[src/rtl/channel_endpoint_pkg.sv]
// Shared channel message definitions: default widths, broadcast destination and field helpers.
package channel_pkg;

    localparam int unsigned DEFAULT_CHANNEL_WIDTH = 64;
    localparam int unsigned DEFAULT_DEST_WIDTH    = 8;
    localparam int unsigned DEFAULT_PAYLOAD_WIDTH = DEFAULT_CHANNEL_WIDTH - DEFAULT_DEST_WIDTH;

    localparam logic [DEFAULT_DEST_WIDTH-1:0] BROADCAST_DEST = '1;

    typedef struct packed {
        logic [DEFAULT_DEST_WIDTH-1:0]    dest;
        logic [DEFAULT_PAYLOAD_WIDTH-1:0] payload;
    } msg_t;

    function automatic logic [DEFAULT_DEST_WIDTH-1:0] msg_dest(input msg_t msg);
        return msg.dest;
    endfunction

    function automatic logic [DEFAULT_PAYLOAD_WIDTH-1:0] msg_payload(input msg_t msg);
        return msg.payload;
    endfunction

    function automatic msg_t make_msg(input logic [DEFAULT_DEST_WIDTH-1:0]    dest,
                                      input logic [DEFAULT_PAYLOAD_WIDTH-1:0] payload);
        msg_t m;
        m.dest    = dest;
        m.payload = payload;
        return m;
    endfunction

endpackage

[src/rtl/channel_endpoint_if.sv]
// Endpoint signal bundle: local tx/rx handshakes, router-facing handshakes and misroute status.
interface channel_endpoint_if
    import channel_pkg::*;
#(
    parameter int unsigned CHANNEL_WIDTH = DEFAULT_CHANNEL_WIDTH,
    parameter int unsigned DEST_WIDTH    = DEFAULT_DEST_WIDTH,
    parameter int unsigned RX_DEPTH      = 4
);
    localparam int unsigned PAYLOAD_WIDTH = CHANNEL_WIDTH - DEST_WIDTH;
    localparam int unsigned COUNT_WIDTH   = $clog2(RX_DEPTH) + 1;

    logic                     tx_valid;
    logic                     tx_ready;
    logic [DEST_WIDTH-1:0]    tx_dest;
    logic [PAYLOAD_WIDTH-1:0] tx_payload;

    logic [CHANNEL_WIDTH-1:0] net_tx_data;
    logic                     net_tx_valid;
    logic                     net_tx_ready;
    logic [CHANNEL_WIDTH-1:0] net_rx_data;
    logic                     net_rx_valid;
    logic                     net_rx_ready;

    logic                     rx_valid;
    logic                     rx_ready;
    logic [PAYLOAD_WIDTH-1:0] rx_payload;
    logic                     rx_broadcast;
    logic [COUNT_WIDTH-1:0]   rx_count;

    logic                     misroute_err;
    logic [7:0]               misroute_cnt;

    // Endpoint side
    modport slave (
        input  tx_valid, tx_dest, tx_payload,
        output tx_ready,
        output net_tx_data, net_tx_valid,
        input  net_tx_ready,
        input  net_rx_data, net_rx_valid,
        output net_rx_ready,
        output rx_valid, rx_payload, rx_broadcast, rx_count,
        input  rx_ready,
        output misroute_err, misroute_cnt
    );

    // Environment side: local producer/consumer and router
    modport master (
        output tx_valid, tx_dest, tx_payload,
        input  tx_ready,
        input  net_tx_data, net_tx_valid,
        output net_tx_ready,
        output net_rx_data, net_rx_valid,
        input  net_rx_ready,
        input  rx_valid, rx_payload, rx_broadcast, rx_count,
        output rx_ready,
        input  misroute_err, misroute_cnt
    );

endinterface

[src/rtl/channel_endpoint_fifo.sv]
// endpoint_fifo: synchronous first-word-fall-through FIFO, DEPTH a power of 2.
module endpoint_fifo #(
    parameter int unsigned WIDTH = 64,
    parameter int unsigned DEPTH = 4
) (
    input  logic                       clk,
    input  logic                       reset_n,
    input  logic                       push,
    input  logic [WIDTH-1:0]           wdata,
    input  logic                       pop,
    output logic [WIDTH-1:0]           rdata,
    output logic                       full,
    output logic                       empty,
    output logic [$clog2(DEPTH):0]     count
);
    localparam int unsigned AW = $clog2(DEPTH);
    localparam int unsigned CW = AW + 1;

    logic [WIDTH-1:0] mem [DEPTH];
    logic [AW-1:0]    wr_ptr;
    logic [AW-1:0]    rd_ptr;
    logic             do_push;
    logic             do_pop;

    assign full    = (count == CW'(DEPTH));
    assign empty   = (count == '0);
    assign do_push = push & ~full;
    assign do_pop  = pop & ~empty;
    assign rdata   = mem[rd_ptr];

    // Pointers wrap naturally at DEPTH because DEPTH is a power of 2
    always_ff @(posedge clk or negedge reset_n) begin
        if (!reset_n) begin
            wr_ptr <= '0;
            rd_ptr <= '0;
            count  <= '0;
        end else begin
            if (do_push) wr_ptr <= wr_ptr + AW'(1);
            if (do_pop)  rd_ptr <= rd_ptr + AW'(1);
            case ({do_push, do_pop})
                2'b10:   count <= count + CW'(1);
                2'b01:   count <= count - CW'(1);
                default: count <= count;
            endcase
        end
    end

    always_ff @(posedge clk) begin
        if (do_push) mem[wr_ptr] <= wdata;
    end

endmodule

[src/rtl/channel_endpoint.sv]
// channel_endpoint: egress pipeline register into the router and FWFT ingress buffer toward the consumer.
// Optional misroute filtering/counting enabled by CHANNEL_ENDPOINT_MISROUTE_CHECK_EN.
module channel_endpoint
    import channel_pkg::*;
#(
    parameter int unsigned CHANNEL_WIDTH = DEFAULT_CHANNEL_WIDTH,
    parameter int unsigned DEST_WIDTH    = DEFAULT_DEST_WIDTH,
    parameter int unsigned MY_ID         = 0,
    parameter int unsigned RX_DEPTH      = 4
) (
    input  logic               clk,
    input  logic               reset_n,
    channel_endpoint_if.slave  ep
);
    localparam int unsigned PAYLOAD_WIDTH = CHANNEL_WIDTH - DEST_WIDTH;
    localparam int unsigned COUNT_WIDTH   = $clog2(RX_DEPTH) + 1;
    localparam logic [DEST_WIDTH-1:0] BCAST   = '1;
    localparam logic [DEST_WIDTH-1:0] MY_DEST = DEST_WIDTH'(MY_ID);

    // Egress: one register stage, refillable in the same cycle it drains
    assign ep.tx_ready = ~ep.net_tx_valid | ep.net_tx_ready;

    always_ff @(posedge clk or negedge reset_n) begin
        if (!reset_n) begin
            ep.net_tx_valid <= 1'b0;
            ep.net_tx_data  <= '0;
        end else if (ep.tx_valid && ep.tx_ready) begin
            ep.net_tx_valid <= 1'b1;
            ep.net_tx_data  <= {ep.tx_dest, ep.tx_payload};
        end else if (ep.net_tx_ready) begin
            ep.net_tx_valid <= 1'b0;
        end
    end

    // Ingress: ready comes from registered occupancy only, never from net_rx_valid
    logic                     fifo_full;
    logic                     fifo_empty;
    logic                     fifo_push;
    logic                     fifo_pop;
    logic [CHANNEL_WIDTH-1:0] fifo_head;
    logic                     rx_accept;
    logic [DEST_WIDTH-1:0]    rx_dest;
    logic                     misrouted;

    assign ep.net_rx_ready = ~fifo_full;
    assign rx_accept       = ep.net_rx_valid & ~fifo_full;
    assign rx_dest         = ep.net_rx_data[CHANNEL_WIDTH-1 -: DEST_WIDTH];
    assign misrouted       = (rx_dest != MY_DEST) && (rx_dest != BCAST);

`ifdef CHANNEL_ENDPOINT_MISROUTE_CHECK_EN
    logic       mis_err_q;
    logic [7:0] mis_cnt_q;

    assign fifo_push = rx_accept & ~misrouted;

    // Misrouted messages are drained from the router but dropped here
    always_ff @(posedge clk or negedge reset_n) begin
        if (!reset_n) begin
            mis_err_q <= 1'b0;
            mis_cnt_q <= 8'h00;
        end else if (rx_accept && misrouted) begin
            mis_err_q <= 1'b1;
            if (mis_cnt_q != 8'hFF) mis_cnt_q <= mis_cnt_q + 8'd1;
        end
    end

    assign ep.misroute_err = mis_err_q;
    assign ep.misroute_cnt = mis_cnt_q;
`else
    logic unused_misrouted;

    assign fifo_push        = rx_accept;
    assign unused_misrouted = misrouted;
    assign ep.misroute_err  = 1'b0;
    assign ep.misroute_cnt  = 8'h00;
`endif

    assign fifo_pop = ~fifo_empty & ep.rx_ready;

    endpoint_fifo #(
        .WIDTH (CHANNEL_WIDTH),
        .DEPTH (RX_DEPTH)
    ) u_rx_fifo (
        .clk     (clk),
        .reset_n (reset_n),
        .push    (fifo_push),
        .wdata   (ep.net_rx_data),
        .pop     (fifo_pop),
        .rdata   (fifo_head),
        .full    (fifo_full),
        .empty   (fifo_empty),
        .count   (ep.rx_count)
    );

    // Head fields are forced to zero while the buffer is empty
    assign ep.rx_valid     = ~fifo_empty;
    assign ep.rx_payload   = fifo_empty ? '0 : fifo_head[PAYLOAD_WIDTH-1:0];
    assign ep.rx_broadcast = ~fifo_empty & (&fifo_head[CHANNEL_WIDTH-1 -: DEST_WIDTH]);

    if (COUNT_WIDTH < 2) begin : g_bad_depth
        $error("RX_DEPTH must be a power of 2 and at least 2");
    end

endmodule

[src/flat_wrapper.sv]
// flat-port wrapper written by rule: the top's interface ports become plain ports
module channel_endpoint_flat import channel_pkg::*;
#(
    parameter int unsigned CHANNEL_WIDTH = DEFAULT_CHANNEL_WIDTH,
    parameter int unsigned DEST_WIDTH    = DEFAULT_DEST_WIDTH,
    parameter int unsigned MY_ID         = 0,
    parameter int unsigned RX_DEPTH      = 4
)
  (clk, reset_n, ep_tx_valid, ep_tx_dest, ep_tx_payload, ep_tx_ready, ep_net_tx_data, ep_net_tx_valid, ep_net_tx_ready, ep_net_rx_data, ep_net_rx_valid, ep_net_rx_ready, ep_rx_valid, ep_rx_payload, ep_rx_broadcast, ep_rx_count, ep_rx_ready, ep_misroute_err, ep_misroute_cnt);
  channel_endpoint_if #(.CHANNEL_WIDTH(CHANNEL_WIDTH), .DEST_WIDTH(DEST_WIDTH), .RX_DEPTH(RX_DEPTH)) ep_i ();
  input  logic clk;
  input  logic reset_n;
  input wire logic [$bits(ep_i.tx_valid)-1:0] ep_tx_valid;
  input wire logic [$bits(ep_i.tx_dest)-1:0] ep_tx_dest;
  input wire logic [$bits(ep_i.tx_payload)-1:0] ep_tx_payload;
  output wire logic [$bits(ep_i.tx_ready)-1:0] ep_tx_ready;
  output wire logic [$bits(ep_i.net_tx_data)-1:0] ep_net_tx_data;
  output wire logic [$bits(ep_i.net_tx_valid)-1:0] ep_net_tx_valid;
  input wire logic [$bits(ep_i.net_tx_ready)-1:0] ep_net_tx_ready;
  input wire logic [$bits(ep_i.net_rx_data)-1:0] ep_net_rx_data;
  input wire logic [$bits(ep_i.net_rx_valid)-1:0] ep_net_rx_valid;
  output wire logic [$bits(ep_i.net_rx_ready)-1:0] ep_net_rx_ready;
  output wire logic [$bits(ep_i.rx_valid)-1:0] ep_rx_valid;
  output wire logic [$bits(ep_i.rx_payload)-1:0] ep_rx_payload;
  output wire logic [$bits(ep_i.rx_broadcast)-1:0] ep_rx_broadcast;
  output wire logic [$bits(ep_i.rx_count)-1:0] ep_rx_count;
  input wire logic [$bits(ep_i.rx_ready)-1:0] ep_rx_ready;
  output wire logic [$bits(ep_i.misroute_err)-1:0] ep_misroute_err;
  output wire logic [$bits(ep_i.misroute_cnt)-1:0] ep_misroute_cnt;
  assign ep_i.tx_valid = ep_tx_valid;
  assign ep_i.tx_dest = ep_tx_dest;
  assign ep_i.tx_payload = ep_tx_payload;
  assign ep_tx_ready = ep_i.tx_ready;
  assign ep_net_tx_data = ep_i.net_tx_data;
  assign ep_net_tx_valid = ep_i.net_tx_valid;
  assign ep_i.net_tx_ready = ep_net_tx_ready;
  assign ep_i.net_rx_data = ep_net_rx_data;
  assign ep_i.net_rx_valid = ep_net_rx_valid;
  assign ep_net_rx_ready = ep_i.net_rx_ready;
  assign ep_rx_valid = ep_i.rx_valid;
  assign ep_rx_payload = ep_i.rx_payload;
  assign ep_rx_broadcast = ep_i.rx_broadcast;
  assign ep_rx_count = ep_i.rx_count;
  assign ep_i.rx_ready = ep_rx_ready;
  assign ep_misroute_err = ep_i.misroute_err;
  assign ep_misroute_cnt = ep_i.misroute_cnt;
  channel_endpoint #(.CHANNEL_WIDTH(CHANNEL_WIDTH), .DEST_WIDTH(DEST_WIDTH), .MY_ID(MY_ID), .RX_DEPTH(RX_DEPTH)) u_core (.clk(clk), .reset_n(reset_n), .ep(ep_i));
endmodule
[config.mk]
export PLATFORM = sky130hd
export DESIGN_NAME = channel_endpoint_flat
export DESIGN_NICKNAME = d
export VERILOG_FILES = /design/src/rtl/channel_endpoint_pkg.sv /design/src/rtl/channel_endpoint_if.sv /design/src/rtl/channel_endpoint_fifo.sv /design/src/rtl/channel_endpoint.sv /design/src/flat_wrapper.sv
export SDC_FILE = /design/constraint.sdc
export NUM_CORES = 1
export LEC_CHECK = 0
export ABC_CLOCK_PERIOD_IN_PS = 2800
export BUFFER_PORTS_ARGS = -buffer_cell sky130_fd_sc_hd__buf_4
export CAP_MARGIN = 0
export CORE_MARGIN = 4
export CORE_UTILIZATION = 51
export CTS_BUF_LIST = sky130_fd_sc_hd__clkbuf_8
export DETAILED_ROUTE_END_ITERATION = 12
export PLACE_DENSITY_LB_ADDON = 0.05
export SYNTH_ARGS = -nofsm -noshare
export SYNTH_HDL_FRONTEND = slang
export SYNTH_SLANG_ARGS = --single-unit
[constraint.sdc]
create_clock -name clk -period 2.8 [get_ports clk]
set_input_delay 0.84 -clock clk [delete_from_list [all_inputs] [get_ports clk]]
set_output_delay 0.84 -clock clk [all_outputs]
set_load 0.02 [all_outputs]
==> impl_metrics.sql <==
INSERT INTO impl_metrics (metric_group, metric, value, unit) VALUES
('timing', 'timing_max_transition_violations_final', '0', ''),
('synthesis', 'yosysSeqAreaShare', '76.4', '%'),
('clock_tree', 'cts_tree', 'done', ''),
('synthesis', 'synth.top_cells.by_area', 'edfxtp_1 (62%), dfrtp_1 (15%), mux4_2 (10%)', ''),
('grt', 'first_global_vias', '7400', ''),
('worst_setup_path', 'critPathRequiredTime', '1.96', 'ns'),
('synthesis', 'synthFlopType', 'edfxtp_1', ''),
('synthesis', 'synth_enable_flop_cells', '256', ''),
('worst_setup_path', 'critPathMostFrequentCell', 'buf_12', ''),
('grt', 'grt_start_max_net_pins', '73', ''),
('synthesis', 'postSynthCellCount', '591', ''),
('timing', 'final_critical_path_setup_slack', '-0.166', 'ns'),
('synthesis', 'synth_top_cell_by_area', 'edfxtp_1', ''),
('floorplanning', 'die_x', '164', 'um'),
('clock_tree', 'clock_latency', '0.55', 'ns'),
('power', 'power', '17.4', 'mW'),
('clock_tree', 'cts.clk_slew.worst_paths', '0.06', 'ns'),
('drt', 'vias', '6525', ''),
('drt', 'firstDrtPassIters', '4', ''),
('clock_tree', 'cts.path.max_buffers', '3', ''),
('clock_tree', 'cts.hold.buffers_added', '0', ''),
('job', 'maxCapViolations', '0', ''),
('clock_tree', 'cts_root_buffer', 'clkbuf_8', ''),
('status', 'outcome', 'complete, but fails checks', ''),
('timing', 'hold_viol', '0', ''),
('timing', 'timing.final.crit_period', '2.97', 'ns'),
('clock_tree', 'cts_made_buffers', '50', ''),
('grt', 'global_route_wire_length_before_repair', '40.0', 'mm'),
('worst_setup_path', 'setup.worst_path.class', 'flop to output pin', ''),
('power', 'p_leak', '6.38', 'nW'),
('timing', 'slew_headroom', '38.5', '%'),
('timing', 'final_min_period_over_clock_period', '106', '%'),
('timing', 'final-setup-viol-count', '57', ''),
('synthesis', 'asyncSetResetFlopFracSynth', '22.0', '%'),
('final_layout', 'fin_nets', '1045', ''),
('worst_setup_path', 'timing.critical_path.slowest_stage_cell', 'mux4_2', ''),
('power', 'peakVddDrop', '0.000523', 'V'),
('final_layout', 'antenna_cells_inserted', '0', ''),
('drt', 'wire_per_inst', '20.9', 'um'),
('synthesis', 'library_cells_used_by_synthesis', '28', ''),
('timing', 'fin_setup_tns', '-7.39', 'ns'),
('drt', 'drt_iter0_drc', '316', ''),
('worst_setup_path', 'crit_arrival', '2.13', 'ns'),
('floorplanning', 'core.rowCount', '56', ''),
('placement', 'count_of_buffers_inserted_at_the_top_level_ports', '261', ''),
('synthesis', 'area_fraction_of_the_dominant_cell_type_after_synthesis', '61.9', '%'),
('synthesis', 'synth-seq-cells', '328', ''),
('floorplanning', 'start_util', '52.4', '%'),
('synthesis', 'syn-cell-area', '0.0124', 'sq mm'),
('synthesis', 'synth_adder_area_share', '0.665', '%'),
('min_path', 'hold_crit_class', 'primary input to asynchronous set/reset pin', ''),
('timing', 'max_freq', '337', 'MHz'),
('synthesis', 'synthXorXnorAreaFrac', '0.423', '%'),
('placement', 'gp_congestion', '0.743', ''),
('grt', 'globalRouteOverflowTotal', '0', ''),
('worst_setup_path', 'critPathCaptureType', 'output pin', ''),
('status', 'failed_checks', 'negative setup slack', ''),
('floorplanning', 'dieHeight', '164', 'um'),
('timing', 'fin_worst_hold_slack', '0.416', 'ns'),
('final_layout', 'syn_to_final_growth', '32.0', '%'),
('drt', 'remaining_drc_errors', '0', ''),
('floorplanning', 'die_area', '0.0269', 'sq mm'),
('synthesis', 'synth_mux_area_share', '16.1', '%'),
('worst_setup_path', 'critical_path.max_fanout', '6', ''),
('timing', 'rsz0062_at_grt', 'yes', ''),
('worst_setup_path', 'cp.depth', '5', ''),
('clock_tree', 'cts_max_level', '2', ''),
('synthesis', 'yosys_warnings', '0', ''),
('synthesis', 'synth_top_family_by_area', 'multiplexers', ''),
('grt', 'antenna_found_initial', '0', ''),
('timing', 'maximum_clock_skew_at_final_layout', '0.00891', 'ns');
[stage by stage]
stage	cell area (sq um)	std cells	worst slack (ns)	util, %
floorplan	12500	599	0.390	-
global placement	14800	1160	0.326	62.6
detailed placement	14800	1160	0.317	62.6
CTS	16000	1260	-0.213	67.8
global route	16400	1265	-0.241	69.2
finish	16400	1265	-0.166	69.2
[final timing paths]
check | start | endpoint
worst max-delay path | u_core.u_rx_fifo.rd_ptr[0] | ep_rx_payload[2]
worst min-delay path | reset_n | u_core.ep.net_tx_data[24]
worst max register to register | u_core.u_rx_fifo.count[1] | u_core.u_rx_fifo.count[2]
worst min register to register | u_core.ep.net_tx_data[41] | u_core.ep.net_tx_data[41]
max in group asynchronous | reset_n | u_core.u_rx_fifo.rd_ptr[0]
min in group clk | ep_net_rx_data[9] | u_core.u_rx_fifo.mem[0][9]
[state kept, by name, summed over array words and instances, names as in the netlist]
signal and count:
u_core.u_rx_fifo.mem 256, u_core.ep.net_tx_valid 1, u_core.u_rx_fifo.wr_ptr 2, u_core.ep.net_tx_data 64, u_core.u_rx_fifo.count 3, u_core.u_rx_fifo.rd_ptr 2
[cells in the mapped netlist, types with 4 or more instances]
master	instances
and3_1	4
buf_6	7
clkbuf_1	9
dfrtp_1	72
mux4_2	56
buf_2	4
and2_1	58
nand4_1	5
mux2_2	65
nand2_1	8
buf_4	15
ha_1	5
inv_1	6
edfxtp_1	256
[layout by cell type, fill, tap and decap left out, types with 2 or more instances in the layout]
cell,netlist,final
xor2_1,3,3
mux2_2,65,65
buf_16,0,3
buf_4,15,210
clkbuf_16,0,5
inv_1,6,25
nor2_1,2,2
buf_6,7,62
dfrtp_1,72,70
clkinv_2,0,7
nand2_1,8,7
nand4_1,5,5
buf_12,0,9
nand2b_1,2,2
and3_4,0,4
clkbuf_8,0,55
and2_4,0,56
xnor2_1,3,3
and2_1,58,2
edfxtp_1,256,256
mux4_2,56,56
conb_1,1,9
clkinv_1,0,12
ha_1,5,5
[metal layers]
metal	vias up	wire, um	track usage, %
li1	2933	-	-
met1	3313	9960	23.1
met2	243	13600	33.3
met3	36	2400	7.45
met4	0	375	4.88
met5	-	0	0
[layout make-up]
class	count	area, sq um
fill	1585	7290
clock buffer	55	757
multi-input combinational	230	2900
sequential	328	9490
clock inverter	38	151
inverter	6	22.5
tap	319	399
timing repair buffer	289	2660
[kinds of logic after synthesis]
family / after synthesis
xor+xnor: 6
simple gates: 85
flops: 328
mux: 122
buf+inv: 41
compound gates: 2
other cells: 1
fa+ha+maj: 6
[power by group]
| part | internal (mW) | switching, mW |
|---|---|---|
| combinational | 3.95 | 3.39 |
| clock | 1.80 | 1.71 |
| sequential | 6.29 | 0.275 |
| total | 12.0 | 5.37 |
[what timing repair did]
item,in CTS,in global routing
gates cloned,2,5
resized for setup,62,67
setup buffers,5,0
pin swaps,4,0
setup endpoints to repair,57,57
Note: power is estimated with default switching activity, not from simulation.
